`config.mk`:
```
export PLATFORM = sky130hd
export DESIGN_NAME = pwd_load_ctrl
export DESIGN_NICKNAME = d
export VERILOG_FILES = /design/src/rtl/pwd_load_ctrl.sv
export SDC_FILE = /design/constraint.sdc
export NUM_CORES = 1
export LEC_CHECK = 0
export BUFFER_PORTS_ARGS = -buffer_cell sky130_fd_sc_hd__buf_4
export CAP_MARGIN = 20
export CORE_AREA = 5 5 126 128
export DETAILED_ROUTE_END_ITERATION = 10
export DIE_AREA = 0 0 131 133
export PLACE_DENSITY = 0.67
export RECOVER_POWER = 25
export SYNTH_ARGS = -nofsm -noshare
export SYNTH_HDL_FRONTEND = slang
export SYNTH_SLANG_ARGS = --single-unit
```
`constraint.sdc`:
```
create_clock -name clk -period 5.3 [get_ports clk]
set_clock_uncertainty 0.15 [all_clocks]
set_input_delay 1.06 -clock clk [delete_from_list [all_inputs] [get_ports clk]]
set_output_delay 1.06 -clock clk [all_outputs]
set_load 0.05 [all_outputs]
```
`src/rtl/pwd_load_ctrl.sv`:
```
// Password load controller for the cracker array.
// Collects charset-checked characters over a valid/ready handshake and packs
// them into the array's password bus. It holds the array in reset for a short
// arm window and then lets it run. The first found, done or timeout event is
// captured with its run-cycle count and held until the host acknowledges it.
module pwd_load_ctrl #(
  parameter int               NCHAR   = 4,
  parameter int               ARM_CYC = 2,
  parameter int               CNT_W   = 24,
  parameter logic [CNT_W-1:0] TIMEOUT = {CNT_W{1'b1}}
) (
  input  logic               clk,
  input  logic               rst,
  input  logic               in_valid,
  input  logic [7:0]         in_data,
  output logic               in_ready,
  output logic [NCHAR*8:0]   pwd_out,
  output logic               crk_rst,
  input  logic               crk_found,
  input  logic               crk_done,
  output logic               res_valid,
  output logic               res_found,
  output logic               res_timeout,
  output logic [CNT_W-1:0]   res_cycles,
  input  logic               res_ack,
  output logic               err_char
);

  localparam int               IDX_W    = (NCHAR > 1) ? $clog2(NCHAR) : 1;
  localparam logic [IDX_W-1:0] LAST_IDX = IDX_W'(NCHAR - 1);
  localparam logic [3:0]       ARM_LAST = 4'(ARM_CYC - 1);

  typedef enum logic [2:0] {
    S_IDLE,
    S_LOAD,
    S_ARM,
    S_RUN,
    S_REPORT
  } state_t;

  state_t             state;
  logic [IDX_W-1:0]   idx;
  logic [3:0]         arm_cnt;
  logic [CNT_W-1:0]   cnt;
  logic [NCHAR*8-1:0] shadow;
  logic [NCHAR*8-1:0] shadow_nxt;
  logic               char_ok;
  logic               take;

  // Only lowercase letters and digits belong to the cracker charset.
  assign char_ok = ((in_data >= 8'h61) && (in_data <= 8'h7A)) ||
                   ((in_data >= 8'h30) && (in_data <= 8'h39));
  assign take    = in_valid && in_ready;

  // Shadow password with the incoming byte dropped into the current slot.
  always_comb begin
    // NOTE: default assignment first so no path leaves shadow_nxt unassigned (no latch).
    shadow_nxt = shadow;
    shadow_nxt[NCHAR*8-1-8*int'(idx) -: 8] = in_data;
  end

  // Load/arm/run/report sequencer with all outputs registered.
  always_ff @(posedge clk or posedge rst) begin
    if (rst) begin
      state       <= S_IDLE;
      idx         <= '0;
      arm_cnt     <= '0;
      cnt         <= '0;
      // NOTE: the shadow buffer is reset too, so a partial load can never leak into a later password.
      shadow      <= '0;
      in_ready    <= 1'b0;
      pwd_out     <= '0;
      crk_rst     <= 1'b1;
      res_valid   <= 1'b0;
      res_found   <= 1'b0;
      res_timeout <= 1'b0;
      res_cycles  <= '0;
      err_char    <= 1'b0;
    end else begin
      // NOTE: sequential state uses non-blocking (<=) so every register samples pre-edge values.
      err_char <= 1'b0;
      unique case (state)
        S_IDLE, S_LOAD: begin
          in_ready <= 1'b1;
          crk_rst  <= 1'b1;
          if (take) begin
            if (!char_ok) begin
              // A bad byte is consumed and discards the partial password.
              err_char <= 1'b1;
              shadow   <= '0;
              idx      <= '0;
              state    <= S_IDLE;
            end else if (idx == LAST_IDX) begin
              // The complete password is published in one step; the bus never shows a partial one.
              pwd_out  <= {1'b0, shadow_nxt};
              shadow   <= shadow_nxt;
              idx      <= '0;
              in_ready <= 1'b0;
              arm_cnt  <= '0;
              state    <= S_ARM;
            end else begin
              shadow <= shadow_nxt;
              idx    <= idx + 1'b1;
              state  <= S_LOAD;
            end
          end
        end

        S_ARM: begin
          in_ready <= 1'b0;
          if (arm_cnt == ARM_LAST) begin
            crk_rst <= 1'b0;
            cnt     <= '0;
            state   <= S_RUN;
          end else begin
            arm_cnt <= arm_cnt + 1'b1;
          end
        end

        S_RUN: begin
          in_ready <= 1'b0;
          crk_rst  <= 1'b0;
          if (crk_found || crk_done || (cnt == TIMEOUT)) begin
            // Found outranks done, and both outrank the timeout in the same cycle.
            res_found   <= crk_found;
            res_timeout <= !crk_found && !crk_done;
            res_cycles  <= cnt;
            res_valid   <= 1'b1;
            state       <= S_REPORT;
          end else begin
            cnt <= cnt + 1'b1;
          end
        end

        S_REPORT: begin
          in_ready <= 1'b0;
          crk_rst  <= 1'b0;
          if (res_ack) begin
            res_valid <= 1'b0;
            crk_rst   <= 1'b1;
            in_ready  <= 1'b1;
            idx       <= '0;
            state     <= S_IDLE;
          end
        end

        default: state <= S_IDLE;
      endcase
    end
  end

endmodule

```
==> results of run 1 <==
[where the power goes]
| group | internal (W) | switching, W |
|---|---|---|
| Clock | 0.000726 | 0.000414 |
| Sequential | 0.00100 | 0.000101 |
| Combinational | 0.000196 | 0.000377 |
[cell usage in the layout (no fill, tap or decap), types with 7 or more instances in the layout]
cell type	count
dfrtp_1	118
o31ai_1	9
buf_4	78
clkbuf_16	17
mux2_2	31
a21oi_1	16
nand4_1	10
ha_1	7
a22o_1	26
mux2_4	18
nand2_1	48
nor2_1	29
o21ai_0	38
or4_1	7
inv_1	25
nand3_1	15
[through the flow]
| step | std cells | total power [W] | area, um^2 | hold slack [ns] |
|---|---|---|---|---|
| after floorplan | 522 | 0.001524 | 5747 | 0.2998 |
| final | 791 | 0.002818 | 7027 | 0.3334 |
| after global placement | 759 | 0.001678 | 6416 | 0.3132 |
| after CTS | 790 | 0.002842 | 7008 | 0.3377 |
| after global routing | 791 | 0.002956 | 7027 | 0.3584 |
| after detailed placement | 759 | 0.001693 | 6416 | 0.3170 |
[worst max path at each step]
stage	from	endpoint	slack [ns]	depth (start not counted)
global placement	in_data[2]	pwd_out[18]$_DFFE_PP0P_	1.71	7
finish	in_data[2]	pwd_out[9]$_DFFE_PP0P_	2.07	7
floorplan	rst	arm_cnt[0]$_DFFE_PP0P_	0.93	1
detailed placement	in_data[2]	pwd_out[22]$_DFFE_PP0P_	1.64	7
global route	in_data[2]	pwd_out[12]$_DFFE_PP0P_	1.93	7
CTS	in_data[2]	pwd_out[9]$_DFFE_PP0P_	2.08	7
[state kept, by name, summed over array words and instances, names as in the netlist]
signal and flops:
arm_cnt 4, cnt 24, crk_rst 1, err_char 1
idx 2, in_ready 1, pwd_out 32, res_cycles 24
res_found 1, res_timeout 1, res_valid 1, shadow 24
state 3
[logic make-up (layout without fill, tap and decap cells)]
family / after synthesis / count (layout) / synth area share, %
AO/OA/AOI/OAI: 123 / 123 / 14.72
XOR/XNOR: 9 / 9 / 1.372
adder cells (fa/ha/maj): 7 / 7 / 1.524
buffers and inverters: 57 / 138 / 4.572
flip-flops: 119 / 119 / 51.84
multiplexers: 51 / 51 / 11.15
other: 1 / 1 / 0.06525
AND/OR/NAND/NOR: 155 / 155 / 14.76
[metal layers]
metal / vias to the layer above / track usage [%]
li1: 2028 / -
met1: 2174 / 21.92
met2: 148 / 24.66
met3: 22 / 5.087
met4: 0 / 5.714
met5: - / 0
[area by class of cell]
class / count / area [um^2] / area share, %
inverter: 27 / 102.6 / 1.460
sequential: 119 / 2979 / 42.40
clock inverter: 11 / 125.1 / 1.781
clock buffer: 20 / 466.7 / 6.642
multi-input combinational: 346 / 2505 / 35.65
tap: 188 / 235.2 / 3.348
timing repair buffer: 80 / 613.1 / 8.725
[worst max-delay path: stages]
cell and delay (ns):
buf_4 0.15, or4_1 0.12, a21oi_1 0.05, or3_1 0.69, nor3_4 0.58, buf_4 0.34
mux2_2 0.37
==> results_dict.tcl, run 1 <==
set metrics [dict create \
    nNetsFinal 612 \
    synth_flop_cell "dfrtp_1" \
    cts_repair_resize_count 0 \
    cts_made_buffers 17 \
    slew_violations 47 \
    wire_per_inst_um 16.97 \
    worst-slew-pin-transition_ns 2.054 \
    place.gp.congestion 0.8622 \
    fillCellCount 1331 \
    timing.rr.end "pwd_out[9]$_DFFE_PP0P_" \
    synth_nets 543 \
    layout-drive-gt1-share_pct 29.85 \
    hp-class "reg2reg" \
    antenna_found_initial 0 \
    synth.distinct_cells 57 \
    finalSetupViolCount 0 \
    fin_ws_ns 2.070 \
    track_usage_pct 16.27 \
    overflow 0 \
    avgViaCountPerCell 5.527 \
    finalCritPeriodShare_pct 60.94 \
    post-route-min-period_ns 3.230 \
    worstHoldPathCells 1 \
    cellLeakagePower_nw 3.334 \
    yosys.area.top_type "dfrtp_1" \
    holdCritStartpoint "shadow[29]$_DFFE_PP0P_" \
    arrival_ns 3.37 \
    ios 77 \
    r2r_slack_ns 2.61 \
    drt_first_iter_violations 321 \
    post-route-drc-count 0 \
    yosysSeqAreaShare_pct 51.84 \
    cts_tree "yes" \
    start_kind "input pin" \
    drt-met1-wl_mm 5.933 \
    yosysWarnings 0 \
    grt_first_pass_wirelength_mm 22.57 \
    violations "max-capacitance violations, max-slew violations" \
    routed_wl_mm 13.43 \
    place.port_buffers 75 \
    routed-wl-met3_um 837 \
    antenna_left 0 \
    diodes 0 \
    fmax_ghz 0.3096 \
    fp.coreArea_mm2 0.01475 \
    clkTransAtPathRegs_ns 0.06 \
    ir_worst_vdd_uv 238.1 \
    place_worst_setup_slack_ns 1.645 \
    status "finished, violations left" \
    post_cts_buffers 0 \
    hpwl_mm 9.212 \
    drtPass1Iterations 5 \
    yosys-top-cells-area "dfrtp_1 (51%), mux2_2 (6.1%), mux2_4 (4.7%)" \
    grt_pass1_vias 4305 \
    fp-row-count 45 \
    synth_cells 522 \
    critPathKind "in2reg" \
    top_layer "met4" \
    setup-tns-final_ns 0 \
    hold_buffers 0 \
    clockBufferDepth 2 \
    fin_util_pct 47.63 \
    crit_path_max_fanout 20 \
    hold_end "shadow[29]$_DFFE_PP0P_" \
    ys_ff_latch 119 \
    fp.dieArea_mm2 0.01742 \
    setup.worst_path.end_class "flip-flop" \
    reg2reg_depth 4 \
    post_synth.cell_area_avg_um2 11.01 \
    cp.required_ns 5.44 \
    area_growth_pct 22.27 \
    synth_top_cell_area_share_pct 51.38 \
    synth_commonest_cells "dfrtp_1 (118), nand2_1 (48), o21ai_0 (38)" \
    timing.slew.headroom_pct -37.68 \
    cts.sinks 119 \
    max-cap-violations 1 \
    initial_core_util_pct 38.96 \
    vias 4372 \
    yosysMostFrequentCell "dfrtp_1" \
    synth_area_mm2 0.005747 \
    routed-wl-met2_mm 6.422 \
    hold_viol_final 0 \
    synth_edf_count 0 \
    reg2reg_from "state[2]$_DFFE_PP0P_" \
    async_reset_ff_share_pct 100.0 \
    die_h_um 133 \
    htree_levels 4 \
    die_w_um 131 \
    grt_max_degree 47 \
    cts_root_buffer "clkbuf_16" \
    pwr_density_cell_mw_per_mm2 401.0 \
    rsz0062_at_grt "no" \
    worstSkewPairLatency_ns 0.42 \
]
No activity file was read; power rests on OpenSTA's default activity.
==> inputs of run 2 (changes only) <==
--- a/config.mk
+++ b/config.mk
@@ -5,11 +5,12 @@
 export SDC_FILE = /design/constraint.sdc
 export NUM_CORES = 1
 export LEC_CHECK = 0
+export ABC_AREA = 1
 export BUFFER_PORTS_ARGS = -buffer_cell sky130_fd_sc_hd__buf_4
 export CAP_MARGIN = 20
-export CORE_AREA = 5 5 126 128
+export CORE_AREA = 5 5 131 133
 export DETAILED_ROUTE_END_ITERATION = 10
-export DIE_AREA = 0 0 131 133
+export DIE_AREA = 0 0 136 138
 export PLACE_DENSITY = 0.67
 export RECOVER_POWER = 25
 export SYNTH_ARGS = -nofsm -noshare
==> constraint.sdc (replaced) <==
create_clock -name clk -period 3 [get_ports clk]
set_clock_uncertainty 0.15 [all_clocks]
set_input_delay 0.6 -clock clk [delete_from_list [all_inputs] [get_ports clk]]
set_output_delay 0.6 -clock clk [all_outputs]
set_load 0.05 [all_outputs]
==> run 2 against run 1 <==
- critical endpoint is now cnt[15]$_DFFE_PP0P_
- sequential power is 68% higher
- global-route usage is 0.66 points higher
- the run now ends clean
- sequential cell count is 7 higher
- clock power is 94% higher
- non-clock buffer count is 5 higher
- power is 73% higher
==> results_dict.tcl, run 2 <==
set metrics [dict create \
    cts_root_buffer "clkbuf_16" \
    largest_register_ffs 32 \
    cp.required_ns 3.21 \
    synth_edf_count 0 \
    path_buf_inv 0 \
    p_sw_w 0.001474 \
    yosys-top-cells-area "dfrtp_1 (51%), nand2_1 (16%), o21ai_0 (5.3%)" \
    place.gp.congestion 0.8897 \
    synth_cells 781 \
    cts_made_buffers 17 \
    fp-row-count 46 \
    drt_first_iter_violations 376 \
    fp.coreArea_mm2 0.01571 \
    fmax_ghz 0.4176 \
    intPower_w 0.003395 \
    area_growth_pct 22.36 \
    cts_tree "yes" \
    post-route-min-period_ns 2.395 \
    post_synth.cell_area_avg_um2 7.909 \
    fin_area_mm2 0.007559 \
    grt_first_pass_wirelength_mm 25.81 \
    hp-class "in2async" \
    hold_buffers 0 \
    slew_violations 0 \
    routed_wl_mm 15.26 \
    p_clk_share_pct 45.4 \
    placed_cells 1052 \
    async_reset_ff_share_pct 100.0 \
    die_h_um 138 \
    timing.slew.headroom_pct 42.80 \
    ir_worst_vdd_uv 450.8 \
    layout-drive-gt1-share_pct 15.90 \
    place.port_buffers 75 \
    max_stage_delay_ns 0.49 \
    vias 5297 \
    fp.dieArea_mm2 0.01877 \
    placedInstanceArea_mm2 0.006928 \
    cts.sinks 126 \
    hold_viol_final 0 \
    wire_per_inst_um 14.07 \
    pwr_density_cell_mw_per_mm2 644.1 \
    synth_commonest_cells "nand2_1 (270), dfrtp_1 (125), nor2_1 (84)" \
    ios 77 \
    cts_repair_resize_count 0 \
    pwr-share-seq_pct 37.9 \
    arrival_ns 2.61 \
    cellLeakagePower_nw 3.566 \
    grt_pass1_vias 5119 \
    crit_path_max_fanout 63 \
    nNetsFinal 876 \
    overflow 0 \
    clkTransAtPathRegs_ns 0.06 \
    die_w_um 136 \
    largest-register "pwd_out" \
    grt_max_degree 64 \
    combPwrFrac_pct 16.7 \
    diodes 0 \
    rsz0062_at_grt "no" \
    antenna_left 0 \
    worstPathCellList "ha_1 > nand2_1 > nor2_4 > nand2_2 > nor2_4 > nand2_4 > nand2_8 > nand2_8 > nand2_8 > nand2_1 > nand2_1" \
    clockBufferDepth 2 \
    start_kind "flip-flop" \
    worstSkewPairLatency_ns 0.42 \
    final_common_cell "nand2_1" \
    avgViaCountPerCell 4.887 \
    initial_core_util_pct 39.31 \
    yosys.area.top_type "dfrtp_1" \
    finalCritPeriodShare_pct 79.83 \
    largestRegisters "pwd_out x32, shadow x31" \
    setup.worst_path.end_class "flip-flop" \
    setup-tns-final_ns 0 \
    crit_slowest_cell "dfrtp_1" \
    synth_nets 802 \
    antenna_found_initial 0 \
    post-route-drc-count 0 \
    p_sw_share_pct 30.28 \
    drtPass1Iterations 6 \
    status "complete, no violations" \
    final_cell_mix "nand2_1 (269), dfrtp_1 (125), nor2_1 (84)" \
    worst-slew-pin-transition_ns 0.8532 \
    htree_levels 4 \
    hpwl_mm 10.84 \
    yosysMostFrequentCell "nand2_1" \
    finalSetupViolCount 0 \
    synth_flop_cell "dfrtp_1" \
    path_delay_family "simple AND/OR/NAND/NOR gates" \
    max-cap-violations 0 \
    yosysSeqAreaShare_pct 51.06 \
    synth_top_cell_area_share_pct 50.64 \
    finalNonFillerCells 1084 \
    critPathKind "reg2reg" \
    ys_ff_latch 126 \
    post_cts_buffers 0 \
    synth.distinct_cells 33 \
    track_usage_pct 16.94 \
    synth_area_mm2 0.006177 \
    yosysWarnings 0 \
]
-- run 2: changes by cell type after synthesis, moves of 9 or more --
cell     delta
nor2_1     +55
a21oi_1    -10
nand2_1   +222
nand3_1    +25
o21ai_1    +22
o21ai_0    +28
a22oi_1    +21
mux2_2     -31
inv_1      +34
a22o_1     -26
o31ai_1     -9
mux2_4     -18
-- run 2: through the flow --
stage	power [W]	utilization, %	setup slack, ns	hold WS (ns)
after CTS	0.004914	48.15	0.6187	0.03816
after floorplan	0.002465	-	0.6975	0.3033
after detailed placement	0.002694	44.09	0.6315	0.3049
after global placement	0.002686	44.09	0.7081	0.3043
final	0.004869	48.10	0.6052	0.1587
after global routing	0.005111	48.10	0.4032	0.2224
-- run 2: worst reg2reg max path, stage by stage (launching register included) --
cell and delay (ns):
dfrtp_1 0.49, ha_1 0.31, nand2_1 0.13, nor2_4 0.14, nand2_2 0.10, nor2_4 0.15
nand2_4 0.09, nand2_8 0.11, nand2_8 0.24, nand2_8 0.27, nand2_1 0.08, nand2_1 0.07
-- run 2: cells by family after synthesis --
group / after synthesis / share of synthesized area (%)
buffers and inverters: 94 / 6.745
AND/OR/NAND/NOR: 421 / 28.48
XOR/XNOR: 6 / 0.8507
adder cells (fa/ha/maj): 7 / 1.418
flip-flops: 126 / 51.06
other: 1 / 0.06071
AO/OA/AOI/OAI: 126 / 11.38
-- run 2: routing by layer --
layer | vias to the layer above | wire length, um | global-route usage, %
met5 | - | 0 | 0
met4 | 0 | 317 | 5.676
met3 | 26 | 612 | 4.427
met2 | 110 | 7418 | 27.07
met1 | 2500 | 6906 | 22.35
li1 | 2661 | - | -
-- run 2: area by class of cell --
class | instances | area [um^2]
repair buffers | 85 | 645.6
clock buffers | 17 | 425.4
flip-flops and latches | 126 | 3154
fillers | 1515 | 8154
inverters | 64 | 241.5
multi-input cells | 561 | 2609
clock inverters | 15 | 212.7
well taps | 216 | 270.3
-- run 2: power by group through the flow --
stage / Sequential [W] / Clock [W] / Combinational [W]
after floorplan: 0.00195 / 0 / 0.000514
after global placement: 0.00187 / 0 / 0.000815
after detailed placement: 0.00187 / 0 / 0.000820
after CTS: 0.00184 / 0.00224 / 0.000826
after global routing: 0.00185 / 0.00234 / 0.000912
final: 0.00185 / 0.00221 / 0.000814
-- run 2: path summary, 6_finish.rpt --
kind	start	end	slack, ns	depth (start not counted)
min in group clk	crk_found	res_found$_DFFE_PP0P_	0.29	3
hold reg to reg	pwd_out[7]$_DFFE_PP0P_	pwd_out[7]$_DFFE_PP0P_	0.32	2
max in group asynchronous	rst	pwd_out[9]$_DFFE_PP0P_	1.30	3
setup / recovery	cnt[0]$_DFFE_PP0P_	cnt[15]$_DFFE_PP0P_	0.61	11
setup reg to reg	cnt[0]$_DFFE_PP0P_	cnt[15]$_DFFE_PP0P_	0.61	11
hold / removal	rst	pwd_out[3]$_DFFE_PP0P_	0.16	2
